`config.mk`:
```
export PLATFORM = sky130hd
export DESIGN_NAME = uart_wb_regs_flat
export DESIGN_NICKNAME = d
export VERILOG_FILES = /design/src/rtl/uart_wb_regs_if.sv /design/src/rtl/uart_wb_regs.sv /design/src/flat_wrapper.sv
export SDC_FILE = /design/constraint.sdc
export NUM_CORES = 1
export LEC_CHECK = 0
export BUFFER_PORTS_ARGS = -buffer_cell sky130_fd_sc_hd__buf_2
export CAP_MARGIN = 0
export CORE_MARGIN = 2
export CORE_UTILIZATION = 40
export CTS_CLUSTER_DIAMETER = 80
export CTS_CLUSTER_SIZE = 16
export DETAILED_ROUTE_END_ITERATION = 7
export PLACE_DENSITY = 0.64
export SLEW_MARGIN = 20
export SYNTH_ARGS = -nofsm -noshare
export SYNTH_HDL_FRONTEND = slang
export SYNTH_SLANG_ARGS = --single-unit
```
`constraint.sdc`:
```
create_clock -name wb_clk_i -period 6.2 [get_ports wb_clk_i]
set_input_delay 0.31 -clock wb_clk_i [delete_from_list [all_inputs] [get_ports wb_clk_i]]
set_output_delay 0.31 -clock wb_clk_i [all_outputs]
set_load 0.05 [all_outputs]
```
`src/rtl/uart_wb_regs_if.sv`:
```
// rtl/uart_wb_regs_if.sv - Wishbone bus bundle between the bench master and the UART register slave
interface uart_wb_regs_if;
  logic [2:0] wb_adr_i;
  logic [7:0] wb_dat_i;
  logic [7:0] wb_dat_o;
  logic       wb_we_i;
  logic [3:0] wb_sel_i;
  logic       wb_stb_i;
  logic       wb_cyc_i;
  logic       wb_ack_o;

  modport slave (
    input  wb_adr_i, wb_dat_i, wb_we_i, wb_sel_i, wb_stb_i, wb_cyc_i,
    output wb_dat_o, wb_ack_o
  );

  modport master (
    output wb_adr_i, wb_dat_i, wb_we_i, wb_sel_i, wb_stb_i, wb_cyc_i,
    input  wb_dat_o, wb_ack_o
  );
endinterface

```
`src/rtl/uart_wb_regs.sv`:
```
// rtl/uart_wb_regs.sv - 16550-style UART register file with TX/RX FIFOs, baud tick and interrupt
// Optional UART_LOOPBACK_EN adds MCR (adr4) with LOOP routing the TX FIFO into the RX FIFO.
module uart_wb_regs #(
  parameter int FIFO_DEPTH = 16,
  parameter int DIV_W      = 16
) (
  input  logic             wb_clk_i,
  input  logic             wb_rst_i,
  uart_wb_regs_if.slave    wb,
  output logic             int_o,
  output logic             baud_o,
  output logic [7:0]       tx_data,
  output logic             tx_valid,
  input  logic             tx_ready,
  input  logic [7:0]       rx_data,
  input  logic             rx_valid,
  input  logic             rx_err,
  output logic [7:0]       lcr_o
);
  localparam int AW = $clog2(FIFO_DEPTH);
  localparam int CW = AW + 1;

  logic             ack_q, int_q, oe_q, fe_q;
  logic [7:0]       dat_q, lcr_q, dll_q, dlm_q, scr_q;
  logic [2:0]       ier_q;
  logic [7:0]       tx_mem [FIFO_DEPTH];
  logic [7:0]       rx_mem [FIFO_DEPTH];
  logic [AW-1:0]    tx_wp_q, tx_rp_q, rx_wp_q, rx_rp_q;
  logic [CW-1:0]    tx_cnt_q, rx_cnt_q;
  logic [DIV_W-1:0] baud_cnt_q, divisor;
  logic [7:0]       rdata, iir, lsr, mcr_rd;
  logic             loop_w;
  logic             unused_sel;

  assign unused_sel = ^wb.wb_sel_i;

  logic acc, rd, wr, dlab;
  assign acc  = wb.wb_cyc_i & wb.wb_stb_i & ~ack_q;
  assign rd   = acc & ~wb.wb_we_i;
  assign wr   = acc & wb.wb_we_i;
  assign dlab = lcr_q[7];

  logic tx_empty, tx_full, rx_empty, rx_full;
  assign tx_empty = (tx_cnt_q == '0);
  assign tx_full  = (tx_cnt_q == CW'(FIFO_DEPTH));
  assign rx_empty = (rx_cnt_q == '0);
  assign rx_full  = (rx_cnt_q == CW'(FIFO_DEPTH));

`ifdef UART_LOOPBACK_EN
  logic loop_q;
  assign loop_w = loop_q;
  assign mcr_rd = {3'b000, loop_q, 4'b0000};
`else
  assign loop_w = 1'b0;
  assign mcr_rd = 8'h00;
`endif

  // In loopback the transmitter core never sees data; the head moves straight into RX.
  logic lb_move, tx_pop, tx_push, rx_pop, rx_in_valid, rx_push;
  logic [7:0] rx_in_data;
  assign tx_valid    = ~tx_empty & ~loop_w;
  assign tx_data     = tx_empty ? 8'h00 : tx_mem[tx_rp_q];
  assign lb_move     = loop_w & ~tx_empty & ~rx_full;
  assign tx_pop      = (tx_valid & tx_ready) | lb_move;
  assign tx_push     = wr & (wb.wb_adr_i == 3'd0) & ~dlab & (~tx_full | tx_pop);
  assign rx_pop      = rd & (wb.wb_adr_i == 3'd0) & ~dlab & ~rx_empty;
  assign rx_in_valid = loop_w ? lb_move : rx_valid;
  assign rx_in_data  = loop_w ? tx_data : rx_data;
  assign rx_push     = rx_in_valid & (~rx_full | rx_pop);

  logic oe_set, fe_set, fcr_wr, tx_clr, rx_clr, lsr_rd, div_wr;
  assign oe_set = rx_valid & ~loop_w & rx_full & ~rx_pop;
  assign fe_set = rx_valid & ~loop_w & rx_err;
  assign fcr_wr = wr & (wb.wb_adr_i == 3'd2);
  assign tx_clr = fcr_wr & wb.wb_dat_i[2];
  assign rx_clr = fcr_wr & wb.wb_dat_i[1];
  assign lsr_rd = rd & (wb.wb_adr_i == 3'd5);
  assign div_wr = wr & dlab & (wb.wb_adr_i[2:1] == 2'b00);

  assign lsr = {1'b0, tx_empty & ~tx_valid, tx_empty, 1'b0, fe_q, 1'b0, oe_q, ~rx_empty};

  always_comb begin
    iir = 8'hC1;
    if (ier_q[2] & (oe_q | fe_q))  iir = 8'hC6;
    else if (ier_q[0] & ~rx_empty) iir = 8'hC4;
    else if (ier_q[1] & tx_empty)  iir = 8'hC2;
  end

  always_comb begin
    rdata = 8'h00;
    case (wb.wb_adr_i)
      3'd0: rdata = dlab ? dll_q : (rx_empty ? 8'h00 : rx_mem[rx_rp_q]);
      3'd1: rdata = dlab ? dlm_q : {5'b00000, ier_q};
      3'd2: rdata = iir;
      3'd3: rdata = lcr_q;
      3'd4: rdata = mcr_rd;
      3'd5: rdata = lsr;
      3'd7: rdata = scr_q;
      default: rdata = 8'h00;
    endcase
  end

  assign divisor = DIV_W'({dlm_q, dll_q});
  assign baud_o  = (divisor != '0) && (baud_cnt_q == divisor - DIV_W'(1));

  always_ff @(posedge wb_clk_i) begin
    if (tx_push) tx_mem[tx_wp_q] <= wb.wb_dat_i;
    if (rx_push) rx_mem[rx_wp_q] <= rx_in_data;
  end

  always_ff @(posedge wb_clk_i) begin
    if (wb_rst_i) begin
      ack_q <= 1'b0; dat_q <= 8'h00; int_q <= 1'b0;
      lcr_q <= 8'h03; ier_q <= 3'b000; dll_q <= 8'h00; dlm_q <= 8'h00; scr_q <= 8'h00;
      oe_q <= 1'b0; fe_q <= 1'b0;
      tx_wp_q <= '0; tx_rp_q <= '0; tx_cnt_q <= '0;
      rx_wp_q <= '0; rx_rp_q <= '0; rx_cnt_q <= '0;
      baud_cnt_q <= '0;
`ifdef UART_LOOPBACK_EN
      loop_q <= 1'b0;
`endif
    end else begin
      ack_q <= acc;
      dat_q <= rd ? rdata : 8'h00;
      int_q <= ~iir[0];
      if (wr) begin
        case (wb.wb_adr_i)
          3'd0: if (dlab) dll_q <= wb.wb_dat_i;
          3'd1: if (dlab) dlm_q <= wb.wb_dat_i; else ier_q <= wb.wb_dat_i[2:0];
          3'd3: lcr_q <= wb.wb_dat_i;
`ifdef UART_LOOPBACK_EN
          3'd4: loop_q <= wb.wb_dat_i[4];
`endif
          3'd7: scr_q <= wb.wb_dat_i;
          default: ;
        endcase
      end
      // Setting an error in the same edge as the LSR read keeps it visible.
      oe_q <= oe_set | (oe_q & ~lsr_rd);
      fe_q <= fe_set | (fe_q & ~lsr_rd);

      if (tx_clr) begin
        tx_wp_q <= '0; tx_rp_q <= '0; tx_cnt_q <= '0;
      end else begin
        if (tx_push) tx_wp_q <= tx_wp_q + AW'(1);
        if (tx_pop)  tx_rp_q <= tx_rp_q + AW'(1);
        if (tx_push & ~tx_pop)      tx_cnt_q <= tx_cnt_q + CW'(1);
        else if (tx_pop & ~tx_push) tx_cnt_q <= tx_cnt_q - CW'(1);
      end

      if (rx_clr) begin
        rx_wp_q <= '0; rx_rp_q <= '0; rx_cnt_q <= '0;
      end else begin
        if (rx_push) rx_wp_q <= rx_wp_q + AW'(1);
        if (rx_pop)  rx_rp_q <= rx_rp_q + AW'(1);
        if (rx_push & ~rx_pop)      rx_cnt_q <= rx_cnt_q + CW'(1);
        else if (rx_pop & ~rx_push) rx_cnt_q <= rx_cnt_q - CW'(1);
      end

      if (div_wr || divisor == '0 || baud_o) baud_cnt_q <= '0;
      else                                  baud_cnt_q <= baud_cnt_q + DIV_W'(1);
    end
  end

  assign wb.wb_ack_o = ack_q;
  assign wb.wb_dat_o = dat_q;
  assign int_o       = int_q;
  assign lcr_o       = lcr_q;
endmodule

```
`src/flat_wrapper.sv`:
```
// flat-port wrapper written by rule: the top's interface ports become plain ports
module uart_wb_regs_flat 
#(
  parameter int FIFO_DEPTH = 16,
  parameter int DIV_W      = 16
)
  (wb_clk_i, wb_rst_i, int_o, baud_o, tx_data, tx_valid, tx_ready, rx_data, rx_valid, rx_err, lcr_o, wb_wb_adr_i, wb_wb_dat_i, wb_wb_we_i, wb_wb_sel_i, wb_wb_stb_i, wb_wb_cyc_i, wb_wb_dat_o, wb_wb_ack_o);
  uart_wb_regs_if wb_i ();
  input  logic wb_clk_i;
  input  logic wb_rst_i;
  output logic int_o;
  output logic baud_o;
  output logic [7:0] tx_data;
  output logic tx_valid;
  input  logic tx_ready;
  input  logic [7:0] rx_data;
  input  logic rx_valid;
  input  logic rx_err;
  output logic [7:0] lcr_o;
  input wire logic [$bits(wb_i.wb_adr_i)-1:0] wb_wb_adr_i;
  input wire logic [$bits(wb_i.wb_dat_i)-1:0] wb_wb_dat_i;
  input wire logic [$bits(wb_i.wb_we_i)-1:0] wb_wb_we_i;
  input wire logic [$bits(wb_i.wb_sel_i)-1:0] wb_wb_sel_i;
  input wire logic [$bits(wb_i.wb_stb_i)-1:0] wb_wb_stb_i;
  input wire logic [$bits(wb_i.wb_cyc_i)-1:0] wb_wb_cyc_i;
  output wire logic [$bits(wb_i.wb_dat_o)-1:0] wb_wb_dat_o;
  output wire logic [$bits(wb_i.wb_ack_o)-1:0] wb_wb_ack_o;
  assign wb_i.wb_adr_i = wb_wb_adr_i;
  assign wb_i.wb_dat_i = wb_wb_dat_i;
  assign wb_i.wb_we_i = wb_wb_we_i;
  assign wb_i.wb_sel_i = wb_wb_sel_i;
  assign wb_i.wb_stb_i = wb_wb_stb_i;
  assign wb_i.wb_cyc_i = wb_wb_cyc_i;
  assign wb_wb_dat_o = wb_i.wb_dat_o;
  assign wb_wb_ack_o = wb_i.wb_ack_o;
  uart_wb_regs #(.FIFO_DEPTH(FIFO_DEPTH), .DIV_W(DIV_W)) u_core (.wb_clk_i(wb_clk_i), .wb_rst_i(wb_rst_i), .wb(wb_i), .int_o(int_o), .baud_o(baud_o), .tx_data(tx_data), .tx_valid(tx_valid), .tx_ready(tx_ready), .rx_data(rx_data), .rx_valid(rx_valid), .rx_err(rx_err), .lcr_o(lcr_o));
endmodule
```
==> impl_metrics.json, run 1 <==
{
  "cp_top_family": "simple AND/OR/NAND/NOR gates",
  "worstSetupPathType": "reg -> out",
  "core_um2": 36500,
  "status": "completed",
  "place_inst": 1483,
  "synth_area_leaders": "edfxtp_1, dfxtp_1, mux4_2, nor2_1, a21oi_1",
  "grt_overflow": 0,
  "slew-limit-headroom_pct": 28.4,
  "fp.dieH_um": 196,
  "pwr_density_cell_nw_per_um2": 309,
  "yosys-top-cells-count": "edfxtp_1, dfxtp_1, nor2_1, mux4_2, nand2_1",
  "rows": 70,
  "ff2ff_path_depth": 12,
  "fmax_mhz": 260,
  "cpPeakStageDelay_ps": 610,
  "syn_to_final_growth_pct": 10.3,
  "slew_viol_final": 0,
  "rrSetupSlack_ps": 2440,
  "cts.sinks": 353,
  "drc": 0,
  "syn_avg_cell_area_um2": 14.8,
  "hold_viol_final": 0,
  "cts_resized": 0,
  "vias_per_cell": 5.41,
  "synthMostInstantiatedCell": "edfxtp_1",
  "port_buffers": 54,
  "cp-start-kind": "flop",
  "tightest_slew_ps": 1070,
  "power_frac_comb_pct": 15.9,
  "insertedDiodeCount": 0,
  "p_sw_mw": 1.33,
  "wire_per_inst_um": 20.2,
  "seq_power_share_pct": 51.8,
  "drt_first_pass_iters": 5,
  "power_leakage_nw": 5.48,
  "pre_cts_ws_ps": 2410,
  "pwr-share-clk_pct": 32.3,
  "cts_tree": "yes",
  "clock_latency_ps": 550,
  "synth_seq_cells": 353,
  "rsz0062_at_grt": "false",
  "grt_max_degree": 44,
  "grtUsageTotal_pct": 16.0,
  "fin_util_pct": 44.7,
  "setup_ws_ps": 2350,
  "yosysTopAreaCell": "edfxtp_1",
  "synthDistinctLibCells": 64,
  "die-area_um2": 38600,
  "finalSetupViolCount": 0,
  "fin_skew_ps": 26.1,
  "end_kind": "primary output",
  "post_dp_cell_area_um2": 15500,
  "yosysSeqAreaShare_pct": 65.0,
  "clock_path_buffers": 3,
  "hold_class": "in -> reg",
  "cts.clk_slew.worst_paths_ps": 80,
  "power.internal_mw": 3.72,
  "ir_drop_mv": 0.261,
  "synth.top_cell.area_share_pct": 51.9,
  "htreeDepth": 1,
  "synthesis.nets": 1053,
  "cts_setup_buffers": 0,
  "synthesis.instances": 1000,
  "holdBufCountCts": 0,
  "io_pins": 59,
  "grt_pass1_vias": 8151,
  "start_util_pct": 40.5,
  "numCtsBuffers": 27,
  "fin_cells": 1532,
  "required_ps": 5890,
  "r2r_start": "u_core.lcr_o[7]$_SDFFE_PP0P_",
  "place.gp.congestion": 0.802,
  "antenna_found_initial": 0,
  "drive_gt1_share_pct": 19.2,
  "swShare_pct": 26.4,
  "yosys_warnings": 0,
  "crit_arrival_ps": 3540,
  "worst-path-stages": 9,
  "min_period_ps": 3850,
  "setup_tns_ps": 0,
  "dieWidth_um": 196,
  "cp_slowest_cell": "and4_1",
  "drt_iter0_drc": 656,
  "drt-total-wl_um": 31000,
  "cp_max_fo": 17,
  "synth_edf_count": 256,
  "worstSetupEndpoint": "baud_o",
  "root_buffer": "clkbuf_16",
  "timing.final.crit_share_pct": 62.1,
  "synth_ff_type": "edfxtp_1",
  "crit_chain": "inv_1, ha_1, nor2b_1, nand3b_1, a2111oi_0, nor4b_2, and4_1, and2_2, buf_2",
  "async_flop_share_pct": 0,
  "nets": 1097,
  "crit_buf_inv": 2,
  "stdcell_area_um2": 16300,
  "r2r_end": "u_core.rx_cnt_q[4]$_SDFFE_PP0P_",
  "drv_cap": 0,
  "crit_start": "u_core.dll_q[0]$_SDFFE_PP0P_",
  "dp_hpwl_um": 20500,
  "drt.antenna.violating_nets": 0,
  "grt_pass1_wl_um": 47700,
  "vias": 8282,
  "synth_area_um2": 14800
}
[per-layer routing]
| metal | global-route usage [%] | vias to the layer above | share of wire [%] |
|---|---|---|---|
| met1 | 21.7 | 4147 | 43 |
| met3 | 2.70 | 32 | 6.2 |
| met2 | 26.9 | 238 | 49 |
| met4 | 4.21 | 0 | 1.8 |
| li1 | - | 3865 | - |
| met5 | 0 | - | 0 |
[how the worst min path moves through the flow]
stage / start / to / slack [ps] / cells after the start
floorplan: rx_data[0] / u_core.rx_mem[0][0]$_DFFE_PP_ / 410 / 0
global placement: u_core.scr_q[4]$_SDFFE_PP0P_ / u_core.scr_q[4]$_SDFFE_PP0P_ / 440 / 2
detailed placement: u_core.scr_q[1]$_SDFFE_PP0P_ / u_core.scr_q[1]$_SDFFE_PP0P_ / 440 / 2
CTS: rx_err / u_core.fe_q$_SDFF_PP0_ / 90 / 3
global route: rx_err / u_core.fe_q$_SDFF_PP0_ / 120 / 3
finish: rx_err / u_core.fe_q$_SDFF_PP0_ / 100 / 3
[cells in the final DEF, fill, tap and decap left out, drive strengths merged, types with 7 or more instances in the layout]
master  count
a21oi      61
and2       17
and3        7
buf        68
clkbuf     45
dfxtp      97
edfxtp    256
ha         20
inv        23
mux2i      19
mux4       82
nand2      72
nand2b      9
nand3      30
nand4      10
nor2       98
nor3       20
o21ai      10
xnor2      23
xor2       27
[worst register-to-register path, delay by kind of cell (launching register included)]
kind            cells  cell delay, ps
flops               1             470
buf+inv             1             100
fa+ha+maj           2             640
compound gates      3             690
xor+xnor            1             140
simple gates        5            1570
[layout make-up]
class,count,area [um^2]
Sequential cell,353,9630
Multi-Input combinational cell,574,4870
Timing Repair Buffer,68,375
Clock buffer,45,753
Tap cell,468,586
Inverter,20,75.1
Fill cell,3172,20200
Clock inverter,4,37.5
[metrics by stage]
stage / total power [mW] / hold slack [ps]
finish: 5.05 / 97.3
global route: 5.25 / 121
CTS: 5.10 / 85.9
detailed placement: 3.49 / 444
global placement: 3.48 / 435
floorplan: 3.27 / 409
[power groups by stage]
stage / sequential [mW] / clock (mW) / combinational [mW]
floorplan: 2.67 / 0 / 0.601
global placement: 2.67 / 0 / 0.810
detailed placement: 2.67 / 0 / 0.817
CTS: 2.62 / 1.66 / 0.820
global route: 2.62 / 1.75 / 0.877
finish: 2.62 / 1.63 / 0.806
[state kept, by name (all words and copies together), names as in the netlist, 3 cells and up, named ones only]
register and cells:
u_core.rx_mem 128, u_core.tx_mem 128, u_core.baud_cnt_q 16, u_core.dll_q 8, u_core.dlm_q 8, u_core.lcr_o 8, u_core.scr_q 8, u_core.wb.wb_dat_o 8
u_core.rx_cnt_q 5, u_core.tx_cnt_q 5, u_core.rx_rp_q 4, u_core.rx_wp_q 4, u_core.tx_rp_q 4, u_core.tx_wp_q 4, u_core.ier_q 3
[cell families (layout without fill, tap and decap cells)]
group                    Yosys count  count (layout)  share of synthesized area [%]
flip-flops                       353             353                           65.0
AND/OR/NAND/NOR                  291             291                           9.51
AO/OA/AOI/OAI                    108             108                           4.50
multiplexers                     103             103                           13.9
buffers and inverters             73             137                           2.13
XOR/XNOR                          50              50                           2.96
adder cells (fa/ha/maj)           22              22                           1.96
Power figures use the tool's default switching activity.
==> run 2: changes to the inputs <==
Settings changed: PLACE_DENSITY 0.64 to 0.66.
Clock period 6.2 ns to 3.4 ns, I/O delays scaled along.
==> run 2 against run 1 <==
Compared with the run above:
- design area rose by 1.7%
- via count rose by 2.6%
- combinational power rose by 92%
- global-route usage rose by 0.43 points
- wire length rose by 1.9%
- critical path depth did not move
- non-clock buffer count rose by 38
- register-to-register slack got worse by 2200 ps
- critical path type unchanged
- largest power group unchanged
- highest routed layer unchanged
==> impl_metrics.json, run 2 (same netlist as run 1, synthesis figures left out) <==
{
  "wire_per_inst_um": 20.2,
  "ff2ff_path_depth": 12,
  "vias": 8498,
  "pwr_density_cell_nw_per_um2": 556,
  "met3_usage_pct": 2.41,
  "htreeDepth": 1,
  "hold_class": "in -> reg",
  "insertedDiodeCount": 0,
  "seq_area_um2": 9630,
  "grt.met2_usage_pct": 27.8,
  "antenna_found_initial": 1,
  "grt_max_degree": 33,
  "hold_depth": 1,
  "largestRegisters": "u_core.rx_mem: 128 flops, u_core.tx_mem: 128 flops, u_core.baud_cnt_q: 16 flops",
  "numCtsBuffers": 26,
  "tightest_slew_ps": 863,
  "power.internal_mw": 6.82,
  "crit_chain": "inv_1, ha_1, nor2b_4, nand3b_1, a2111oi_1, nor4b_2, and4_1, and2_2, buf_2",
  "setup_tns_ps": 0,
  "r2r_end": "u_core.rx_cnt_q[4]$_SDFFE_PP0P_",
  "dieWidth_um": 196,
  "finalSetupViolCount": 0,
  "cp-start-kind": "flop",
  "total_power_mw": 9.23,
  "dp_hpwl_um": 21500,
  "worstSetupPathType": "reg -> out",
  "slew-limit-headroom_pct": 42.3,
  "nets": 1134,
  "multi_input_area_um2": 4890,
  "port_buffers": 54,
  "cts_tree": "yes",
  "grtUsageTotal_pct": 16.4,
  "min_period_ps": 3200,
  "min-delay-start": "rx_data[2]",
  "clock_path_buffers": 3,
  "min_to": "u_core.rx_mem[15][2]$_DFFE_PP_",
  "drv_cap": 0,
  "timing.final.crit_share_pct": 94.2,
  "fill_cells": 3182,
  "cts.sinks": 353,
  "cts.clk_slew.worst_paths_ps": 70,
  "hold_viol_final": 0,
  "power_frac_comb_pct": 16.8,
  "setup_ws_ps": 196,
  "seq_power_share_pct": 52.0,
  "fin_skew_ps": 16.1,
  "required_ps": 3230,
  "pre_cts_ws_ps": 143,
  "fmax_mhz": 312,
  "drt_iter0_drc": 695,
  "layout_commonest_cell": "edfxtp_1",
  "drc": 0,
  "pwr-share-clk_pct": 31.2,
  "cp_max_fo": 7,
  "fin_util_pct": 45.5,
  "drt.antenna.violating_nets": 0,
  "io_pins": 59,
  "grt_pass1_wl_um": 49000,
  "drt_first_pass_iters": 7,
  "syn_to_final_growth_pct": 12.2,
  "grt_pass1_vias": 8495,
  "status": "completed",
  "cpPeakStageDelay_ps": 460,
  "end_kind": "primary output",
  "final_cell_mix": "edfxtp_1, nor2_1, dfxtp_1",
  "gr-max-usage-layer": "met2",
  "r2r_start": "u_core.lcr_o[7]$_SDFFE_PP0P_",
  "die-area_um2": 38600,
  "slew_viol_final": 0,
  "rrSetupSlack_ps": 200,
  "start_util_pct": 40.5,
  "root_buffer": "clkbuf_16",
  "cp_slowest_cell": "a2111oi_1",
  "crit_arrival_ps": 3030,
  "met1_usage_pct": 22.5,
  "p_sw_mw": 2.42,
  "holdWs_ps": 10.2,
  "clock_latency_ps": 540,
  "core_um2": 36500,
  "drive_gt1_share_pct": 21.5,
  "fp.dieH_um": 196,
  "ir_drop_mv": 0.412,
  "place.gp.congestion": 0.838,
  "vias_per_cell": 5.42,
  "drt-total-wl_um": 31600,
  "cts_setup_buffers": 0,
  "swShare_pct": 26.2,
  "power_leakage_nw": 5.66,
  "grt_overflow": 0,
  "rows": 70
}
## run 2: changes by cell type in the layout (fill, tap and decap cells not counted), sizes merged
cell | previous run | this run
inv | 23 | 21
dlygate4sd3 | 0 | 7
buf | 68 | 99
## run 2: per-layer routing
layer,part of all wire [%],vias to the layer above
met5,0,-
li1,-,3937
met4,1.8,0
met2,50,190
met1,44,4329
met3,4.4,42
## run 2: through the flow
stage / instances / instance area, um^2
finish: 1568 / 16600
global route: 1568 / 16600
CTS: 1568 / 16600
detailed placement: 1514 / 15800
global placement: 1514 / 15800
floorplan: 1000 / 14800
## run 2: cell type report
class	instances	share of cell area, %
flip-flops and latches	353	58.0
multi-input cells	574	29.4
repair buffers	106	4.08
well taps	468	3.52
inverters	20	0.452
clock inverters	2	0.0979
clock buffers	45	4.47
## run 2: repair_timing
item	CTS	global route
hold endpoints to repair	26	0
hold buffers	7	0
resized for setup	1	4
setup endpoints to repair	1	3
## run 2: power groups by stage
stage	combinational, mW	sequential (mW)	clock, mW
global placement	1.52	4.90	0
finish	1.55	4.80	2.88
detailed placement	1.55	4.90	0
CTS	1.56	4.81	2.95
global route	1.67	4.82	3.11
floorplan	1.10	4.86	0
## run 2: how the worst max path moves through the flow
stage	from	to	slack, ps	cells after the start
2_1_floorplan	u_core.lcr_o[7]$_SDFFE_PP0P_	u_core.rx_cnt_q[4]$_SDFFE_PP0P_	20	14
3_3_place_gp	u_core.lcr_o[7]$_SDFFE_PP0P_	u_core.rx_cnt_q[4]$_SDFFE_PP0P_	250	12
3_5_place_dp	u_core.lcr_o[7]$_SDFFE_PP0P_	u_core.rx_cnt_q[4]$_SDFFE_PP0P_	140	12
4_1_cts	u_core.dll_q[0]$_SDFFE_PP0P_	baud_o	100	9
5_1_grt	u_core.dll_q[0]$_SDFFE_PP0P_	baud_o	-30	9
6_report	u_core.dll_q[0]$_SDFFE_PP0P_	baud_o	200	9
## run 2: worst max-delay path, delay by kind of cell, from the launching register on
family | cells | cell delay [ps]
simple gates | 5 | 1060
compound gates | 1 | 460
flops | 1 | 370
buf+inv | 2 | 360
fa+ha+maj | 1 | 220
==> run 3: changes to the inputs <==
Settings changed: REMOVE_ABC_BUFFERS set to 1.
==> run 3 against run 2 <==
Compared with the run above:
- hold slack improved by 9.4 ps
- combinational power about the same
- first-iteration DRC count increased by 20%
- largest power group unchanged
- highest routed layer unchanged
==> impl_metrics.json, run 3 (same netlist as run 1, synthesis figures left out) <==
{
  "status": "completed",
  "pwr_density_cell_nw_per_um2": 555,
  "hold_class": "in -> reg",
  "cp_max_fo": 7,
  "slew_viol_final": 0,
  "crit_buf_inv": 2,
  "drive_gt1_share_pct": 21.7,
  "drt_iter0_drc": 837,
  "maxUsedRoutingLayer": "met4",
  "antenna_found_initial": 0,
  "cts.sinks": 353,
  "drt_first_pass_iters": 5,
  "clock_path_buffers": 3,
  "p_sw_mw": 2.43,
  "syn_to_final_growth_pct": 12.7,
  "root_buffer": "clkbuf_16",
  "cpPeakStageDelay_ps": 480,
  "crit_arrival_ps": 2990,
  "seq_power_share_pct": 51.6,
  "clock_latency_ps": 550,
  "dieWidth_um": 196,
  "drt-total-wl_um": 31700,
  "place.gp.congestion": 0.795,
  "layout_commonest_cell": "edfxtp_1",
  "wire_per_inst_um": 20.2,
  "final_cell_mix": "edfxtp_1, nor2_1, dfxtp_1",
  "drc": 0,
  "power_frac_comb_pct": 17.0,
  "wl_met2_um": 15500,
  "tightest_slew_ps": 915,
  "dp_hpwl_um": 21100,
  "grtUsageTotal_pct": 16.6,
  "largestRegisters": "u_core.rx_mem: 128 flops, u_core.tx_mem: 128 flops, u_core.baud_cnt_q: 16 flops",
  "grt_overflow": 0,
  "ir_drop_mv": 0.402,
  "required_ps": 3230,
  "total_power_mw": 9.26,
  "grt_pass1_wl_um": 49400,
  "pwr-share-clk_pct": 31.4,
  "fp.dieH_um": 196,
  "power.internal_mw": 6.83,
  "hold_viol_final": 0,
  "cp-start-kind": "flop",
  "start_util_pct": 40.5,
  "grt_pass1_vias": 8402,
  "slew-limit-headroom_pct": 38.8,
  "end_kind": "primary output",
  "vias": 8484,
  "io_pins": 59,
  "cts.clk_slew.worst_paths_ps": 80,
  "crit_chain": "inv_1, ha_1, nor2b_4, nand3b_1, a2111oi_0, nor4b_2, and4_1, and2_2, buf_2",
  "vias_per_cell": 5.39,
  "wl_met3_um": 1570,
  "cts_tree": "yes",
  "drv_cap": 0,
  "drt.antenna.violating_nets": 0,
  "core_um2": 36500,
  "htreeDepth": 1,
  "insertedDiodeCount": 0,
  "cp_top_family": "simple AND/OR/NAND/NOR gates",
  "swShare_pct": 26.2,
  "setup_tns_ps": 0,
  "rsz0062_at_grt": "false",
  "fmax_mhz": 316,
  "fill_cells": 3128,
  "wl_met1_um": 13900,
  "cp_slowest_cell": "a2111oi_0",
  "rows": 70,
  "min_period_ps": 3160,
  "power_leakage_nw": 5.69,
  "grt_max_degree": 33,
  "fin_skew_ps": 11.4,
  "timing.final.crit_share_pct": 93.0,
  "numCtsBuffers": 26,
  "die-area_um2": 38600,
  "finalSetupViolCount": 0,
  "port_buffers": 54,
  "worstSetupPathType": "reg -> out",
  "nets": 1138
}
## run 3: path summary, 6_finish.rpt
check                               startpoint                               to  slack (ps)  depth (start not counted)
setup reg to reg  u_core.lcr_o[7]$_SDFFE_PP0P_  u_core.rx_cnt_q[4]$_SDFFE_PP0P_         240                         12
hold / removal                      rx_data[7]    u_core.rx_mem[1][7]$_DFFE_PP_          20                          1
setup / recovery  u_core.dll_q[1]$_SDFFE_PP0P_                           baud_o         240                          9
hold reg to reg   u_core.scr_q[1]$_SDFFE_PP0P_     u_core.scr_q[1]$_SDFFE_PP0P_         450                          2
## run 3: through the flow
stage | cells | hold slack, ps | setup WS (ps) | cell area (um^2) | utilization (%)
2_1_floorplan | 947 | 239 | -142 | 14600 | -
3_3_place_gp | 1516 | 436 | 236 | 15800 | 43.3
3_5_place_dp | 1516 | 445 | 158 | 15800 | 43.3
4_1_cts | 1573 | 1.16 | 6.33 | 16700 | 45.6
5_1_grt | 1573 | 27.5 | 42.1 | 16700 | 45.7
6_report | 1573 | 19.5 | 237 | 16700 | 45.7
## run 3: final cells by class
type                            count  area (um^2)  share of cell area [%]
Sequential cell                   353         9630                    57.7
Multi-Input combinational cell    574         4900                    29.4
Clock buffer                       46          747                    4.48
Timing Repair Buffer              110          726                    4.35
Tap cell                          468          586                    3.51
Inverter                           20         75.1                   0.450
Clock inverter                      2         16.3                  0.0975
## run 3: what timing repair did
action                                  CTS  global route
hold buffers                              9             0
resized for setup                         0             7
endpoints found under the setup margin    0             3
hold endpoints to repair                 63             0
setup buffers                             0             0
## run 3: layer usage
layer / up-vias / global-route usage (%)
met5: - / 0
met4: 0 / 4.46
met3: 50 / 2.19
met2: 215 / 27.7
met1: 4274 / 23.0
li1: 3945 / -
## run 3: power groups by stage
stage | clock network, mW | logic [mW] | registers (mW)
after global routing | 3.13 | 1.71 | 4.79
final | 2.91 | 1.58 | 4.78
after CTS | 2.99 | 1.57 | 4.77
after floorplan | 0 | 0.993 | 4.93
after detailed placement | 0 | 1.56 | 4.87
after global placement | 0 | 1.53 | 4.87
## run 3: worst register-to-register path, stage by stage (launching register included)
cell      delay [ps]
dfxtp_1          320
or4_4            580
o311ai_2         300
and2_1           200
ha_2             220
inv_1             90
ha_1             330
nor2b_1          160
o21a_1           180
or3_1            300
a21oi_1          180
xnor2_1          130
nor2_1            50
